## src/rtl/mem_arbiter.sv

```systemverilog
// mem_arbiter
// Shares one single-port, fixed-latency memory between the fetch port (i_*)
// and the data port (d_*). One access runs at a time. The mem_* outputs stay
// frozen for the whole access, and each completion is a one-cycle ready pulse.
//
// Handshake: a port raises req (level) and holds it, with its address and
// data stable, until it sees ready high for one cycle. It drops req on the
// following edge. A port's request is therefore ignored during its own ready
// cycle. i_cancel is a pulse that discards a pending or in-flight fetch.
//
// Ports:
//   clk, rst                    clock (rising edge), async active-high reset
//   i_req/i_addr/i_cancel       fetch request, address, flush pulse
//   i_rdata/i_ready             fetched word, completion pulse
//   d_req/d_wr/d_addr/d_wdata   data request (load/store)
//   d_rdata/d_ready             load data, completion pulse
//   mem_en/mem_wr/mem_addr/mem_wdata/mem_rdata   memory macro side
//   stall_if/stall_mem          combinational pipeline stall requests
//   conflict_cnt                saturating count of cycles with both ports waiting
//   dbg_state                   current FSM state (0 IDLE, 1 DATA, 2 INST)
module mem_arbiter #(
  parameter int ADDR_W  = 16,
  parameter int DATA_W  = 16,
  parameter int MEM_LAT = 4
) (
  input  logic              clk,
  input  logic              rst,
  input  logic              i_req,
  input  logic [ADDR_W-1:0] i_addr,
  input  logic              i_cancel,
  output logic [DATA_W-1:0] i_rdata,
  output logic              i_ready,
  input  logic              d_req,
  input  logic              d_wr,
  input  logic [ADDR_W-1:0] d_addr,
  input  logic [DATA_W-1:0] d_wdata,
  output logic [DATA_W-1:0] d_rdata,
  output logic              d_ready,
  output logic              mem_en,
  output logic              mem_wr,
  output logic [ADDR_W-1:0] mem_addr,
  output logic [DATA_W-1:0] mem_wdata,
  input  logic [DATA_W-1:0] mem_rdata,
  output logic              stall_if,
  output logic              stall_mem,
  output logic [15:0]       conflict_cnt,
  output logic [1:0]        dbg_state
);

  typedef enum logic [1:0] {
    ST_IDLE = 2'd0,
    ST_DATA = 2'd1,
    ST_INST = 2'd2
  } state_t;

  localparam logic [3:0] LAST_CNT = 4'(MEM_LAT - 1);

  state_t            state_q, state_d;
  logic [3:0]        cnt_q, cnt_d;
  logic              cancelled_q, cancelled_d;
  logic              last_data_q, last_data_d;   // 1: last completed access was DATA
  logic              mem_en_q, mem_en_d;
  logic              mem_wr_q, mem_wr_d;
  logic [ADDR_W-1:0] mem_addr_q, mem_addr_d;
  logic [DATA_W-1:0] mem_wdata_q, mem_wdata_d;
  logic [DATA_W-1:0] i_rdata_q, i_rdata_d;
  logic [DATA_W-1:0] d_rdata_q, d_rdata_d;
  logic              i_ready_q, i_ready_d;
  logic              d_ready_q, d_ready_d;
  logic [15:0]       conflict_q, conflict_d;

  // A waiting port is exactly an eligible port, so the stall terms double
  // as the arbitration eligibility terms.
  logic i_elig, d_elig;
  assign i_elig    = i_req & ~i_ready_q & ~i_cancel;
  assign d_elig    = d_req & ~d_ready_q;
  assign stall_if  = i_elig;
  assign stall_mem = d_elig;

  always_ff @(posedge clk or posedge rst) begin
    if (rst) begin
      state_q     <= ST_IDLE;
      cnt_q       <= 4'd0;
      cancelled_q <= 1'b0;
      last_data_q <= 1'b0;
      mem_en_q    <= 1'b0;
      mem_wr_q    <= 1'b0;
      mem_addr_q  <= '0;
      mem_wdata_q <= '0;
      i_rdata_q   <= '0;
      d_rdata_q   <= '0;
      i_ready_q   <= 1'b0;
      d_ready_q   <= 1'b0;
      conflict_q  <= 16'd0;
    end else begin
      state_q     <= state_d;
      cnt_q       <= cnt_d;
      cancelled_q <= cancelled_d;
      last_data_q <= last_data_d;
      mem_en_q    <= mem_en_d;
      mem_wr_q    <= mem_wr_d;
      mem_addr_q  <= mem_addr_d;
      mem_wdata_q <= mem_wdata_d;
      i_rdata_q   <= i_rdata_d;
      d_rdata_q   <= d_rdata_d;
      i_ready_q   <= i_ready_d;
      d_ready_q   <= d_ready_d;
      conflict_q  <= conflict_d;
    end
  end

  always_comb begin
    state_d     = state_q;
    cnt_d       = cnt_q;
    cancelled_d = cancelled_q;
    last_data_d = last_data_q;
    mem_en_d    = mem_en_q;
    mem_wr_d    = mem_wr_q;
    mem_addr_d  = mem_addr_q;
    mem_wdata_d = mem_wdata_q;
    i_rdata_d   = i_rdata_q;
    d_rdata_d   = d_rdata_q;
    i_ready_d   = 1'b0;
    d_ready_d   = 1'b0;
    conflict_d  = conflict_q;

    case (state_q)
      ST_IDLE: begin
        // DATA normally wins. A waiting fetch goes first right after a
        // completed DATA access, so the ports alternate under contention.
        if (i_elig && (!d_elig || last_data_q)) begin
          state_d     = ST_INST;
          mem_en_d    = 1'b1;
          mem_wr_d    = 1'b0;
          mem_addr_d  = i_addr;
          cnt_d       = 4'd0;
          cancelled_d = 1'b0;
        end else if (d_elig) begin
          state_d     = ST_DATA;
          mem_en_d    = 1'b1;
          mem_wr_d    = d_wr;
          mem_addr_d  = d_addr;
          mem_wdata_d = d_wdata;
          cnt_d       = 4'd0;
          cancelled_d = 1'b0;
        end
      end
      ST_DATA: begin
        cnt_d = cnt_q + 4'd1;
        if (cnt_q == LAST_CNT) begin
          if (!mem_wr_q) d_rdata_d = mem_rdata;
          d_ready_d   = 1'b1;
          last_data_d = 1'b1;
          mem_en_d    = 1'b0;
          mem_wr_d    = 1'b0;
          state_d     = ST_IDLE;
        end
      end
      ST_INST: begin
        cnt_d = cnt_q + 4'd1;
        // The memory cannot be aborted. A flushed fetch runs to the end and
        // is then silently dropped, including a flush in its final cycle.
        if (i_cancel) cancelled_d = 1'b1;
        if (cnt_q == LAST_CNT) begin
          if (!(cancelled_q || i_cancel)) begin
            i_rdata_d = mem_rdata;
            i_ready_d = 1'b1;
          end
          last_data_d = 1'b0;
          mem_en_d    = 1'b0;
          mem_wr_d    = 1'b0;
          state_d     = ST_IDLE;
        end
      end
      default: state_d = ST_IDLE;
    endcase

    if (stall_if && stall_mem && (conflict_q != 16'hFFFF))
      conflict_d = conflict_q + 16'd1;
  end

  assign i_rdata      = i_rdata_q;
  assign i_ready      = i_ready_q;
  assign d_rdata      = d_rdata_q;
  assign d_ready      = d_ready_q;
  assign mem_en       = mem_en_q;
  assign mem_wr       = mem_wr_q;
  assign mem_addr     = mem_addr_q;
  assign mem_wdata    = mem_wdata_q;
  assign conflict_cnt = conflict_q;
  assign dbg_state    = state_q;

endmodule

```

## config.mk

```make
export PLATFORM = sky130hd
export DESIGN_NAME = mem_arbiter
export DESIGN_NICKNAME = d
export VERILOG_FILES = /design/src/rtl/mem_arbiter.sv
export SDC_FILE = /design/constraint.sdc
export NUM_CORES = 1
export LEC_CHECK = 0
export ABC_AREA = 1
export BUFFER_PORTS_ARGS = -buffer_cell sky130_fd_sc_hd__buf_2
export CORE_UTILIZATION = 46
export CTS_BUF_LIST = sky130_fd_sc_hd__clkbuf_8
export DETAILED_ROUTE_END_ITERATION = 8
export PLACE_DENSITY_LB_ADDON = 0.08
export SKIP_CTS_REPAIR_TIMING = 1
export SLEW_MARGIN = 20
export SYNTH_ARGS = -nofsm -noshare
export SYNTH_HDL_FRONTEND = slang
export SYNTH_SLANG_ARGS = --single-unit
```

## constraint.sdc

```tcl
create_clock -name clk -period 3.1 [get_ports clk]
set_input_delay 0.62 -clock clk [delete_from_list [all_inputs] [get_ports clk]]
set_output_delay 0.62 -clock clk [all_outputs]
set_load 0.02 [all_outputs]
```

==> results.yml, run 1 <==
synth:
  synth.distinct_cells: 28
  ys.flop_type: "dfrtp_1"
  syn_nets: 604
  synth-seq-cells: 92
  synth_warnings: 0
  syn_inst: 529
  synth_area_um2: 4293
  synth-async-reset-ratio: 1.000
  yosysMostFrequentCell: "nand2_1"
  seq_area_frac_synth: 0.5363
  yosysTopAreaCell: "dfrtp_1"
  synth_top_cell_area_share: 0.5363
  ys_top_cells_by_count: "nand2_1, dfrtp_1, inv_1, o21ai_1, o21ai_0"
  avgSynthCellArea_um2: 8.115
  synth_edf_count: 0
  synth_area_leaders: "dfrtp_1, nand2_1, inv_1, o21ai_1, o21ai_0"
detailed_routing:
  wl_um: 9653
  drt_iter0_markers: 90
  drt-pass1-iter-count: 4
  drcViolationCount: 0
  num_vias: 3793
  via_per_inst: 4.759
  ant_nets: 0
  wl_per_cell_um: 12.11
timing:
  fin_tns_setup_ns: 0
  finalWorstSetupSlack_ns: 1.153
  slew_violations: 0
  period_needed_ns: 1.947
  fin_skew_ns: 0.01281
  tightest_slew_ns: 0.9083
  hold_viol_final: 0
  relSlewSlack: 0.3930
  rsz0062_at_grt: "no"
  timing.final.crit_share: 0.6282
  finalSetupViolCount: 0
  fmax_mhz: 513.5
global_route:
  track_usage: 0.2114
  grt_pass1_vias: 3558
  grt_max_degree: 50
  grt_overflow: 0
  grt_pass1_wl_um: 16240
  antenna_found_initial: 0
place:
  dpl_worst_slack_ns: 1.135
  dp_hpwl_um: 7112
  dp_cells: 781
  numPortBuffers: 157
  gp_congestion: 0.8039
cts:
  cts_tree: "yes"
  clock_latency_ns: 0.36
  clkSinkCount: 92
  ctsRootBufferMaster: "clkbuf_8"
  htree_levels: 3
  clkTransAtPathRegs_ns: 0.09
  numCtsBuffers: 9
  clk_path_buf_depth: 2
floorplan:
  start_util: 0.4828
  die_x_um: 98.61
  die_y_um: 98.61
  die_area_um2: 9723
  coreArea_um2: 8891
  fp-row-count: 34
  io_pins: 158
setup_path:
  worst_ep_required_time_ns: 3.35
  end_kind: "flop"
  critPathKind: "reg2reg"
  worstPathArrival_ns: 2.19
  startpoint_type: "flop"
  worstPathMaxFanout: 18
layout:
  seqCellArea_um2: 2302
  fin_util: 0.5979
  multiInputGateArea_um2: 1650
  drive_above_1_share: 0.2874
  syn_to_final_growth_pct: 23.84
  nets: 759
  num-fill-cells: 838
  layout.cells.non_filler: 797
  antenna_cells: 0
power_and_ir_drop:
  pwr_density_cell_nw_per_um2: 854.0
  fin_total_pwr_w: 0.004540
  power.leakage_nw: 3.042
  irDropWorstVdd_v: 0.0004309
outcome:
  status: "finished clean"
run:
  max_cap_viol_count: 0
worst_hold_path:
  hold_class: "in2async"
## cell usage in the layout (no fill, tap or decap), drive strengths merged
master and instances:
a21oi 4, and2b 1, buf 160, clkbuf 10
clkinv 4, clkinvlp 1, dfrtp 92, ha 5
inv 62, nand2 235, nand3 17, nand4 7
nor2 23, o21ai 57, o22ai 1, or2 1
xnor2 8, xor2 1
## metal layers
metal  global-route usage  up-vias  part of all wire
li1                     -     1938                 -
met1               0.2633     1722              0.45
met2               0.3418      113              0.46
met3              0.06596       20             0.066
met4              0.09070        0             0.025
met5                    0        -                 0
## cell families (layout without fill, tap and decap cells)
group | count (synthesis) | in the layout | synth area share
AOI/OAI and AO/OA | 62 | 62 | 0.07782
xor gates and xnor gates | 9 | 9 | 0.01836
adders and majority gates | 5 | 5 | 0.01457
and+or+nand+nor | 284 | 284 | 0.2737
DFF | 92 | 92 | 0.5363
buffers and inverters | 77 | 237 | 0.07928
## registers in the layout (all words and copies together) (netlist names), 2 cells and up
signal / cells
dbg_state: 2
d_rdata: 16
mem_addr: 16
cnt_q: 4
conflict_cnt: 16
mem_wdata: 16
i_rdata: 16
## final timing paths
kind	from	endpoint	slack [ns]	cells after the start
hold / removal	rst	mem_wdata[3]$_DFFE_PP0P_	0.37	2
setup / recovery	conflict_cnt[0]$_DFFE_PP0P_	conflict_cnt[11]$_DFFE_PP0P_	1.15	8
max in group asynchronous	rst	cnt_q[0]$_DFFE_PP0P_	2.03	3
setup reg to reg	conflict_cnt[0]$_DFFE_PP0P_	conflict_cnt[11]$_DFFE_PP0P_	1.15	8
min in group clk	d_wdata[10]	mem_wdata[10]$_DFFE_PP0P_	0.49	3
hold reg to reg	i_rdata[12]$_DFFE_PP0P_	i_rdata[12]$_DFFE_PP0P_	0.49	2
## area by class of cell
class,count,share of cell area
Sequential cell,92,0.4330
Multi-Input combinational cell,360,0.3104
Timing Repair Buffer,160,0.1544
Inverter,61,0.04354
Clock buffer,10,0.02589
Tap cell,108,0.02542
Clock inverter,6,0.007296
## where the power goes
| group | total [W] | leakage [nW] | internal [W] | switching (W) |
|---|---|---|---|---|
| combinational | 0.00189 | 1.78 | 0.000633 | 0.00126 |
| clock | 0.000744 | 0.0943 | 0.000314 | 0.000430 |
| sequential | 0.00191 | 1.17 | 0.00163 | 0.000274 |
## through the flow
stage	hold slack [ns]	instance area (um^2)
floorplan	0.4632	4293
global placement	0.4612	5140
detailed placement	0.4666	5140
CTS	0.3999	5316
global route	0.4190	5316
finish	0.3681	5316
## critical path, cell delays in order (launching register included)
cell and delay [ns]:
dfrtp_1 0.45, ha_1 0.30, inv_1 0.08, nor2_2 0.12, nand2_2 0.10, o21ai_4 0.42, inv_2 0.22, nand2_1 0.10
nand2_1 0.06
No activity file was read; power rests on OpenSTA's default activity.
==> inputs of run 2 (changes only) <==
- ABC_AREA: 1 -> 0
- CORE_UTILIZATION: 46 -> 50
- clock period: 3.1 -> 1.85 ns (I/O delays scaled with it)
==> run 2 against run 1 <==
Effect of this change:
- the flow now finishes with violations (negative hold slack, negative setup slack)
- die area decreased by 13%
- synthesized cell count shrank 41%
- flip-flop and latch count did not move
- first-iteration DRC count rose by 5.6%
- wire length is 8.9% lower
- setup slack worse by 1.2 ns
- cell area rose by 3.0%
- core utilization grew 11 points
- global-route usage grew 0.094 points
- sequential power is 69% higher
- synthesized area fell by 6.0%
- clock skew is 0.0013 ns higher
- critical path type is now reg2out
==> results.yml, run 2 <==
outcome:
  status: "complete, but fails checks"
  violations: "negative hold slack, negative setup slack"
synth:
  ys.flop_type: "dfrtp_1"
  syn_inst: 314
  synth_area_leaders: "dfrtp_1, mux2_2, mux2i_1, mux2_4, xor2_1"
  synth-seq-cells: 92
  synth.distinct_cells: 42
  synth_area_um2: 4036
  synth_top_cell_area_share: 0.5704
  synth_warnings: 0
  ys_top_cells_by_count: "dfrtp_1, mux2_2, o21ai_0, nand2_1, mux2i_1"
  yosysTopAreaCell: "dfrtp_1"
  synth_edf_count: 0
  avgSynthCellArea_um2: 12.85
  syn_nets: 389
  synth-async-reset-ratio: 1.000
  yosysMostFrequentCell: "dfrtp_1"
  seq_area_frac_synth: 0.5704
cts:
  clk_path_buf_depth: 2
  htree_levels: 3
  clkSinkCount: 92
  cts_tree: "yes"
  numCtsBuffers: 9
  ctsRootBufferMaster: "clkbuf_8"
  clkTransAtPathRegs_ns: 0.09
  clock_latency_ns: 0.36
power_and_ir_drop:
  irDropWorstVdd_v: 0.0009227
  power.leakage_nw: 2.852
  swShare: 0.3838
  intPower_w: 0.005213
  pwr_density_cell_nw_per_um2: 1545
  seq_power_share: 0.381
  p_switching_w: 0.003247
  pwr-share-comb: 0.442
  clkPwrFrac: 0.177
layout:
  drive_above_1_share: 0.5307
  final_cell_mix: "buf_2, dfrtp_1, mux2_2"
  final_area_um2: 5475
  final_common_cell: "buf_2"
  fin_util: 0.7049
  nets: 575
  antenna_cells: 0
  syn_to_final_growth_pct: 35.65
timing:
  timing.final.crit_share: 1.006
  finalWorstSetupSlack_ns: -0.01164
  rsz0062_at_grt: "yes"
  worst_hold_slack_ns: -0.001077
  tightest_slew_ns: 0.4140
  slew_violations: 0
  finalSetupViolCount: 1
  relSlewSlack: 0.7235
  fin_skew_ns: 0.01411
  fmax_mhz: 537.2
  period_needed_ns: 1.862
  hold_viol_final: 4
detailed_routing:
  wl_per_cell_um: 14.49
  via_per_inst: 5.046
  drt_iter0_markers: 95
  ant_nets: 0
  wl_um: 8798
  drt-pass1-iter-count: 6
  drcViolationCount: 0
  num_vias: 3063
global_route:
  grt_pass1_wl_um: 13990
  grt_max_degree: 59
  antenna_found_initial: 0
  grt_overflow: 0
  grt_pass1_vias: 2896
  track_usage: 0.2123
floorplan:
  die_y_um: 91.85
  coreArea_um2: 7767
  die_area_um2: 8436
  fp-row-count: 32
  start_util: 0.5197
  io_pins: 158
  die_x_um: 91.85
setup_path:
  startpoint_type: "flop"
  worst_ep_required_time_ns: 1.48
  end_kind: "primary output"
  reg2reg_slack_ns: 0.03
  critPathKind: "reg2out"
  reg2reg_depth: 7
  worstPathArrival_ns: 1.49
  worstPathMaxFanout: 5
place:
  gp_congestion: 0.7776
  numPortBuffers: 157
  dp_hpwl_um: 6568
  dpl_cell_area_um2: 5124
run:
  max_cap_viol_count: 0
worst_hold_path:
  hold_class: "in2async"
## run 2: critical path: stages (launching register included)
cell	delay [ns]
dfrtp_2	0.41
or3b_4	0.43
clkinv_4	0.09
buf_6	0.10
buf_6	0.11
## run 2: power groups by stage
stage,sequential [W],combinational [W],clock [W]
floorplan,0.00414,0.00145,0
global placement,0.00321,0.00355,0
detailed placement,0.00324,0.00363,0
CTS,0.00322,0.00363,0.00154
global route,0.00332,0.00404,0.00162
finish,0.00322,0.00374,0.00150
## run 2: final cells by class
type / instances / area (um^2)
clock buffers: 10 / 137.6
multi-input cells: 201 / 1658
inverters: 8 / 38.79
well taps: 102 / 127.6
fillers: 592 / 2292
flip-flops and latches: 92 / 2303
repair buffers: 188 / 1121
clock inverters: 6 / 88.84
## run 2: metal layers
layer | share of wire | GRT usage | wire [um] | vias to the layer above
li1 | - | - | - | 1482
met1 | 0.44 | 0.2771 | 3906 | 1451
met2 | 0.47 | 0.3408 | 4164 | 116
met3 | 0.064 | 0.05721 | 566 | 14
met4 | 0.018 | 0.07682 | 160 | 0
met5 | 0 | 0 | 0 | -
## run 2: final timing paths
path	startpoint	end
worst max-delay path	i_ready$_DFF_PP0_	stall_if
worst min-delay path	rst	i_rdata[15]$_DFFE_PP0P_
worst max register to register	i_ready$_DFF_PP0_	mem_wdata[11]$_DFFE_PP0P_
min in group clk	d_wdata[0]	mem_wdata[0]$_DFFE_PP0P_
max in group asynchronous	rst	conflict_cnt[10]$_DFFE_PP0P_
worst min register to register	mem_addr[13]$_DFFE_PP0P_	mem_addr[13]$_DFFE_PP0P_
## run 2: metrics by stage
step                      power [W]  instances  hold slack, ns  setup TNS [ns]  setup WS [ns]
after detailed placement   0.006874        586          0.3943         -0.6072       -0.08090
after global routing       0.008980        607         0.01001         -0.2567       -0.06155
final                      0.008459        607       -0.001077        -0.01164       -0.01164
after floorplan            0.005584        314          0.4979         -0.2093       -0.02093
after global placement     0.006761        586          0.3837         -0.2554       -0.03681
after CTS                  0.008386        602       0.0009029        -0.08838       -0.08838
## run 2: logic make-up (layout without fill, tap and decap cells)
kind of cell    count (synthesis)  after routing  synth area share
flops                          92             92            0.5704
buf+inv                        21            212           0.03224
compound gates                 39             39           0.05766
simple gates                   75             75            0.1023
xor+xnor                       16             16           0.03472
fa+ha+maj                       5              5           0.01550
mux                            66             66            0.1872
==> inputs of run 3 (changes only) <==
- ABC_AREA: 0 -> 1
==> run 3 against run 2 <==
Effect of this change:
- the flow now finishes without violations
- setup slack improved by 0.22 ns
- critical path type is now reg2reg
- cell count rose by 32%
- critical path depth rose by 3
- first-iteration DRC count rose by 49%
==> results.yml, run 3 (synthesized netlist as in run 1, its figures left out) <==
outcome:
  status: "finished clean"
layout:
  drive_above_1_share: 0.2945
  final_cell_mix: "nand2_1, buf_2, dfrtp_1"
  seqCellArea_um2: 2302
  nets: 766
  layout.cells.non_filler: 801
  syn_to_final_growth_pct: 26.32
  multiInputGateArea_um2: 1650
  antenna_cells: 0
  num-fill-cells: 743
  final_common_cell: "nand2_1"
place:
  dp_hpwl_um: 7152
  gp_congestion: 0.8071
  numPortBuffers: 157
  dp_cells: 785
detailed_routing:
  wl_um: 9610
  num_vias: 3815
  wl_per_cell_um: 12.00
  drt_iter0_markers: 142
  drt-pass1-iter-count: 4
  ant_nets: 0
  via_per_inst: 4.763
  drcViolationCount: 0
global_route:
  track_usage: 0.2265
  grt_max_degree: 45
  antenna_found_initial: 0
  grt_overflow: 0
  grt_pass1_wl_um: 15900
  grt_pass1_vias: 3606
power_and_ir_drop:
  power.leakage_nw: 3.100
  irDropWorstVdd_v: 0.0009027
  pwr_density_cell_nw_per_um2: 1453
floorplan:
  fp-row-count: 33
  die_y_um: 94.66
  die_x_um: 94.66
  io_pins: 158
  start_util: 0.5198
  die_area_um2: 8961
  coreArea_um2: 8258
worst_hold_path:
  hold_class: "in2async"
timing:
  slew_violations: 0
  hold_viol_final: 0
  fmax_mhz: 607.9
  fin_tns_setup_ns: 0
  tightest_slew_ns: 0.4021
  fin_skew_ns: 0.009884
  relSlewSlack: 0.7314
  rsz0062_at_grt: "no"
  finalSetupViolCount: 0
  period_needed_ns: 1.645
  timing.final.crit_share: 0.8892
setup_path:
  worstPathMaxFanout: 7
  worstPathArrival_ns: 1.87
  reg2reg_slack_ns: 0.21
  path_cells: "inv_1 -> ha_1 -> nand3_1 -> nand2_1 -> inv_1 -> nand3_1 -> o21ai_0"
  end_kind: "flop"
  critPathSlowestCell: "dfrtp_1"
  worst_ep_required_time_ns: 2.07
  critPathMaxStageDelay_ns: 0.41
  startpoint_type: "flop"
  critPathKind: "reg2reg"
cts:
  htree_levels: 3
  ctsRootBufferMaster: "clkbuf_8"
  clock_latency_ns: 0.35
  numCtsBuffers: 9
  clk_path_buf_depth: 2
  cts_tree: "yes"
  clkSinkCount: 92
  clkTransAtPathRegs_ns: 0.09
run:
  max_cap_viol_count: 0
-- run 3: changes by cell type in the layout (fill, tap and decap cells not counted), sizes merged, moves of 17 or more --
cell | before | now
mux2 | 49 | 0
o21ai | 26 | 57
buf | 187 | 167
nand2 | 22 | 235
inv | 8 | 61
mux2i | 17 | 0
-- run 3: layer usage --
metal | global-route usage | wire (um)
met1 | 0.2856 | 4286
met2 | 0.3765 | 4439
met3 | 0.05475 | 685
met4 | 0.08586 | 199
met5 | 0 | 0
-- run 3: path summary, 6_finish.rpt --
kind	from	end	cells past startpoint
worst min register to register	mem_addr[15]$_DFFE_PP0P_	mem_addr[15]$_DFFE_PP0P_	2
worst min-delay path	rst	mem_wdata[14]$_DFFE_PP0P_	2
worst max register to register	dbg_state[0]$_DFFE_PP0P_	dbg_state[0]$_DFFE_PP0P_	7
min in group clk	d_wdata[3]	mem_wdata[3]$_DFFE_PP0P_	3
max in group asynchronous	rst	mem_addr[5]$_DFFE_PP0P_	3
worst max-delay path	dbg_state[0]$_DFFE_PP0P_	dbg_state[0]$_DFFE_PP0P_	7
-- run 3: report_power, final --
| part | switching, W | total (W) | internal, W |
|---|---|---|---|
| logic | 0.00214 | 0.00324 | 0.00110 |
| registers | 0.000442 | 0.00318 | 0.00274 |
| clock network | 0.000707 | 0.00147 | 0.000760 |
| total | 0.00329 | 0.00788 | 0.00459 |
-- run 3: final cells by class --
| type | count | area share |
|---|---|---|
| Inverter | 61 | 0.04315 |
| Timing Repair Buffer | 167 | 0.1641 |
| Clock inverter | 7 | 0.01684 |
| Clock buffer | 9 | 0.02284 |
| Multi-Input combinational cell | 360 | 0.3043 |
| Tap cell | 105 | 0.02423 |
| Sequential cell | 92 | 0.4246 |
-- run 3: metrics by stage --
step	cell area, um^2	util	total power, W	setup WS [ns]	hold WS (ns)
after floorplan	4297	-	0.005356	0.1824	0.4632
after global placement	5204	0.6302	0.006370	0.2629	0.3853
after detailed placement	5204	0.6302	0.006477	0.1584	0.3902
after CTS	5419	0.6562	0.007965	0.1820	-0.0007036
after global routing	5423	0.6567	0.008491	0.005871	0.02016
final	5423	0.6567	0.007881	0.2051	0.005770
-- run 3: worst max-delay path: cells and delay by family (launching register included) --
family	cells	cell delay [ns]
compound gates	1	0.12
fa+ha+maj	1	0.31
buf+inv	2	0.18
flops	1	0.41
simple gates	3	0.49
